--- config.mk ---
export PLATFORM = sky130hd
export DESIGN_NAME = decode_seq
export DESIGN_NICKNAME = d
export VERILOG_FILES = /design/src/rtl/decode_seq.sv
export SDC_FILE = /design/constraint.sdc
export NUM_CORES = 1
export LEC_CHECK = 0
export ABC_AREA = 1
export CAP_MARGIN = 20
export CORE_ASPECT_RATIO = 1.4
export CORE_UTILIZATION = 52
export CTS_BUF_LIST = sky130_fd_sc_hd__clkbuf_8
export CTS_CLUSTER_DIAMETER = 80
export DETAILED_ROUTE_END_ITERATION = 10
export HOLD_SLACK_MARGIN = 0.06
export PLACE_DENSITY = 0.85
export SYNTH_ARGS = -nofsm -noshare
export SYNTH_HDL_FRONTEND = slang
export SYNTH_SLANG_ARGS = --single-unit
--- constraint.sdc ---
create_clock -name clk -period 1.61 [get_ports clk]
set_input_delay 0.322 -clock clk [delete_from_list [all_inputs] [get_ports clk]]
set_output_delay 0.322 -clock clk [all_outputs]
set_load 0.005 [all_outputs]
--- src/rtl/decode_seq.sv ---
// decode_seq: multi-step instruction decoder for the scd core.
// Accepts one opcode per valid/ready handshake. For each execute step it
// presents registered ALU and datapath control flag words. Multi-step
// opcodes (ldb) sequence through their steps internally. The decoder also
// supports stall (hold the current step), flush (abort the instruction) and
// flagging of undefined opcodes.
module decode_seq #(
    parameter int OPC_W     = 4,
    parameter int FLAG_W    = 8,
    parameter int MAX_STEPS = 2,
    localparam int STEP_W   = (MAX_STEPS > 2) ? $clog2(MAX_STEPS) : 1
) (
    input  logic              clk,
    input  logic              rst,
    input  logic              in_valid,
    output logic              in_ready,
    input  logic [OPC_W-1:0]  opcode,
    input  logic              stall,
    input  logic              flush,
    output logic              out_valid,
    output logic [FLAG_W-1:0] alu_flags,
    output logic [FLAG_W-1:0] ctrl_flags,
    output logic [STEP_W-1:0] step,
    output logic              last,
    output logic              illegal
);

    localparam logic [0:0] ST_IDLE = 1'b0;
    localparam logic [0:0] ST_EXEC = 1'b1;

    localparam logic [3:0] OP_ADD = 4'h0;
    localparam logic [3:0] OP_SUB = 4'h1;
    localparam logic [3:0] OP_XOR = 4'h2;
    localparam logic [3:0] OP_NOR = 4'h3;
    localparam logic [3:0] OP_AND = 4'h4;
    localparam logic [3:0] OP_SRL = 4'h5;
    localparam logic [3:0] OP_SRA = 4'h6;
    localparam logic [3:0] OP_JLR = 4'h7;
    localparam logic [3:0] OP_JLI = 4'h8;
    localparam logic [3:0] OP_BCC = 4'h9;
    localparam logic [3:0] OP_ADI = 4'hC;
    localparam logic [3:0] OP_STB = 4'hD;
    localparam logic [3:0] OP_LDB = 4'hE;
    localparam logic [3:0] OP_LDI = 4'hF;

    // Decoded step record: {illegal, last, alu[7:0], ctrl[7:0]}
    localparam int DEC_W = 18;

    logic [0:0]        state_q, state_d;
    logic [STEP_W-1:0] step_q, step_d;
    logic [OPC_W-1:0]  opc_q, opc_d;
    logic [7:0]        alu_q, alu_d;
    logic [7:0]        ctrl_q, ctrl_d;
    logic              last_q, last_d;
    logic              ill_q, ill_d;

    logic              accept;
    logic [DEC_W-1:0]  dec_new;
    logic [DEC_W-1:0]  dec_next;

    // Flag program for one step of an opcode. 'first' selects step 0;
    // only ldb has a second step, so any later step decodes as step 1.
    function automatic logic [DEC_W-1:0] decode_step(
        input logic [OPC_W-1:0] opc,
        input logic             first
    );
        logic [7:0] alu;
        logic [7:0] ctrl;
        logic       lst;
        logic       ill;
        alu  = 8'h00;
        ctrl = 8'h00;
        lst  = 1'b1;
        ill  = 1'b0;
        if (|(opc >> 4)) begin
            // Opcodes beyond the 4-bit space are undefined
            ill = 1'b1;
        end else begin
            case (opc[3:0])
                OP_ADD: alu = 8'h00;
                OP_SUB: alu = 8'hC0;
                OP_XOR: alu = 8'h20;
                OP_NOR: alu = 8'h2C;
                OP_AND: alu = 8'h7C;
                OP_SRL: alu = 8'h02;
                OP_SRA: alu = 8'h03;
                OP_JLR: ctrl = 8'h18;
                OP_JLI: ctrl = 8'h28;
                OP_BCC: ctrl = 8'hA0;
                OP_ADI: ctrl = 8'h40;
                OP_STB: ctrl = 8'h04;
                OP_LDB: begin
                    if (first) begin
                        ctrl = 8'h02;  // memory read
                        lst  = 1'b0;
                    end else begin
                        ctrl = 8'h01;  // register load
                    end
                end
                OP_LDI: ctrl = 8'h01;
                default: ill = 1'b1;  // 0xA, 0xB
            endcase
        end
        return {ill, lst, alu, ctrl};
    endfunction

    // Handshake: a new opcode is taken when idle, or when the final step
    // of the current instruction is completing; flush blocks acceptance.
    always_comb begin
        in_ready = !flush && ((state_q == ST_IDLE) ||
                              ((state_q == ST_EXEC) && last_q && !stall));
        accept   = in_valid && in_ready;
    end

    // Decode the incoming opcode's first step and the held opcode's next step
    always_comb begin
        dec_new  = decode_step(opcode, 1'b1);
        dec_next = decode_step(opc_q, 1'b0);
    end

    // Next-state sequencing: flush > accept > step advance / retire > hold
    always_comb begin
        state_d = state_q;
        step_d  = step_q;
        opc_d   = opc_q;
        alu_d   = alu_q;
        ctrl_d  = ctrl_q;
        last_d  = last_q;
        ill_d   = ill_q;
        if (flush) begin
            state_d = ST_IDLE;
            step_d  = '0;
            opc_d   = '0;
            alu_d   = 8'h00;
            ctrl_d  = 8'h00;
            last_d  = 1'b0;
            ill_d   = 1'b0;
        end else if (accept) begin
            state_d = ST_EXEC;
            step_d  = '0;
            opc_d   = opcode;
            ill_d   = dec_new[17];
            last_d  = dec_new[16];
            alu_d   = dec_new[15:8];
            ctrl_d  = dec_new[7:0];
        end else if ((state_q == ST_EXEC) && !stall) begin
            if (!last_q) begin
                step_d = step_q + STEP_W'(1);
                ill_d  = dec_next[17];
                last_d = dec_next[16];
                alu_d  = dec_next[15:8];
                ctrl_d = dec_next[7:0];
            end else begin
                state_d = ST_IDLE;
                step_d  = '0;
                opc_d   = '0;
                alu_d   = 8'h00;
                ctrl_d  = 8'h00;
                last_d  = 1'b0;
                ill_d   = 1'b0;
            end
        end
    end

    // State and output registers; reset clears everything immediately
    always_ff @(posedge clk or posedge rst) begin
        if (rst) begin
            state_q <= ST_IDLE;
            step_q  <= '0;
            opc_q   <= '0;
            alu_q   <= 8'h00;
            ctrl_q  <= 8'h00;
            last_q  <= 1'b0;
            ill_q   <= 1'b0;
        end else begin
            state_q <= state_d;
            step_q  <= step_d;
            opc_q   <= opc_d;
            alu_q   <= alu_d;
            ctrl_q  <= ctrl_d;
            last_q  <= last_d;
            ill_q   <= ill_d;
        end
    end

    // Outputs straight from registers; flag words zero-extended to FLAG_W
    always_comb begin
        out_valid  = (state_q == ST_EXEC);
        alu_flags  = FLAG_W'(alu_q);
        ctrl_flags = FLAG_W'(ctrl_q);
        step       = step_q;
        last       = last_q;
        illegal    = ill_q;
    end

endmodule

==> out/metrics.cfg <==
[sta]
max_freq_mhz=635
setup_viol=0
slew_headroom=0.756
finClkSkew_ps=3.25
worst_pin_slew_ps=363
holdWs_ps=397
rsz0062_at_grt=false
period_share=0.977
period_minus_slack_ps=1570
slew_viol_final=0
hold_violations=0

[worst_setup_path]
rrSetupSlack_ps=110
path_cells=buf_4 > clkdlybuf4s50_1
r2r_start=last
critPathArrivalTime_ps=1250
max_stage_delay_ps=490
startpoint=out_valid
required_ps=1290
crit_type=flip-flop to output port
cp_max_fo=3
slowest_stage=clkdlybuf4s50_1
critPathCaptureType=output port
r2r_end=ctrl_flags[4]
r2r_cells=9
start_kind=flip-flop
crit_path_end=out_valid

[pwr]
intPower_w=0.000981
power_density_nw_per_um2=703
switching_share=0.302
clockPowerShare=0.250
power_frac_comb=0.298
p_leak_nw=1.04
irDropWorstVdd_uv=535
pwr-share-seq=0.452
p_switching_w=0.000425

[route]
wire_per_inst_um=12.8
drc=0
ant_nets=0
drtIter0Drc=67
routed_via_density=5.25
dr.pass1.iters=4
num_vias=1559
wl_mm=3.80

[place]
place.gp.congestion=0.925
hpwl_mm=2.97
placed_area_um2=1910
portBuffers=29
dp_cells=290

[yosys]
yosysWarnings=0
synthDistinctLibCells=24
synth_seq_area_share=0.406
syn_inst=206
ys_ff_latch=23
netlist_area_um2=1420
synth_fp_nets=215
syn_area_per_cell_um2=6.88

[floorplan]
pin_count=30
die_width_um=46.1
initial_core_util=0.542
die_area_um2=2940
core_area_um2=2620
die_h_um=63.8
rows=22

[cells_and_area]
utilization=0.765
drive_above_1_share=0.157
n_antenna_cell=0
seqCellArea_um2=576
area_growth_pct=41.3
final_common_cell=nand2_1
design_area_um2=2000
fillers=207
fin_nets=271
layout_common_cells=nand2_1, clkdlybuf4s50_1, inv_1
multi_input_area_um2=711
fin_cells=297

[grt]
grt_pass1_vias=1497
grtUsageTotal=0.294
grt_remaining_overflow=0
grt_max_degree=24
grt_pass1_wl_mm=6.21
grt_antenna_before_repair=0

[cts]
cts_made_buffers=3
clockBufferDepth=2
clkLatencyLatePin_ps=260
clkTransAtPathRegs_ps=80
h-tree-depth=1
clock_sinks=23
cts_root_buffer=clkbuf_8
cts_tree=yes

[outcome]
status=finished clean

[flow_run]
max_cap_violations=0

[worst_hold_path]
hp-class=primary input to asynchronous set/reset pin

==> sequential cells by signal (all words and copies together), names as in the netlist <==
signal,flops
opc_q,4
step,1
illegal,1
out_valid,1
alu_flags,7
ctrl_flags,8
last,1
==> stage by stage <==
stage | power (W) | setup slack [ps] | TNS, ps
5_1_grt | 0.00147 | 1.31 | 0
4_1_cts | 0.00139 | 2.99 | 0
6_report | 0.00141 | 36.4 | 0
3_5_place_dp | 0.00103 | -239 | -3480
2_1_floorplan | 0.000834 | 248 | 0
3_3_place_gp | 0.00102 | -207 | -2540
==> logic make-up after synthesis <==
| kind of cell | share of synthesized area |
|---|---|
| AOI/OAI and AO/OA | 0.118 |
| xor gates and xnor gates | 0.00618 |
| and+or+nand+nor | 0.367 |
| buffers and inverters | 0.102 |
| DFF | 0.406 |
==> worst min path at each step <==
| stage | start | to | slack, ps | cells after the start |
|---|---|---|---|---|
| final | rst | ctrl_flags[7] | 400 | 3 |
| after floorplan | rst | alu_flags[0] | 320 | 1 |
| after detailed placement | ctrl_flags[0] | ctrl_flags[0] | 460 | 2 |
| after global routing | rst | ctrl_flags[7] | 440 | 3 |
| after CTS | rst | ctrl_flags[7] | 410 | 3 |
| after global placement | ctrl_flags[6] | ctrl_flags[6] | 460 | 2 |
==> power by group through the flow <==
stage               clock, W  combinational (W)  sequential [W]
floorplan                  0           0.000183        0.000651
global placement           0           0.000380        0.000645
detailed placement         0           0.000385        0.000647
CTS                 0.000355           0.000399        0.000634
finish              0.000352           0.000418        0.000635
global route        0.000370           0.000457        0.000640
==> worst max-delay path, delay by kind of cell, from the launching register on <==
kind | cells | cell delay [ps]
DFF | 1 | 360
buffers and inverters | 2 | 630
==> synthesized netlist by cell type (all sizes together) <==
cell | number | share of area
nand2 | 82 | 0.22
inv | 25 | 0.066
dfrtp | 23 | 0.41
nor2 | 23 | 0.061
nand3 | 13 | 0.049
o21ai | 13 | 0.062
nor3 | 6 | 0.021
a21oi | 5 | 0.034
buf | 5 | 0.033
o22ai | 4 | 0.018
nand4 | 2 | 0.0088
clkinv | 1 | 0.0026
nand3b | 1 | 0.0053
nor4 | 1 | 0.0044
o211ai | 1 | 0.0053
xnor2 | 1 | 0.0062
==> per-layer routing <==
layer,vias up,part of all wire,track usage
met5,-,0,0
met4,0,0.050,0.180
met3,19,0.055,0.0452
met2,80,0.52,0.495
met1,699,0.37,0.326
li1,761,-,-
==> area by class of cell <==
type,instances,area share
clock inverters,1,0.00188
inverters,26,0.0488
multi-input cells,152,0.355
repair buffers,56,0.263
flip-flops and latches,23,0.288
clock buffers,3,0.0206
well taps,36,0.0225
==> what timing repair did <==
action / 4_1_cts / 5_1_grt
pin swaps: 1 / 0
hold buffers: 0 / 0
gates resized for setup: 3 / 6
setup endpoints to repair: 2 / 2
buffers inserted: 2 / 1
hold endpoints to repair: 0 / 0
Power figures use the tool's default switching activity.
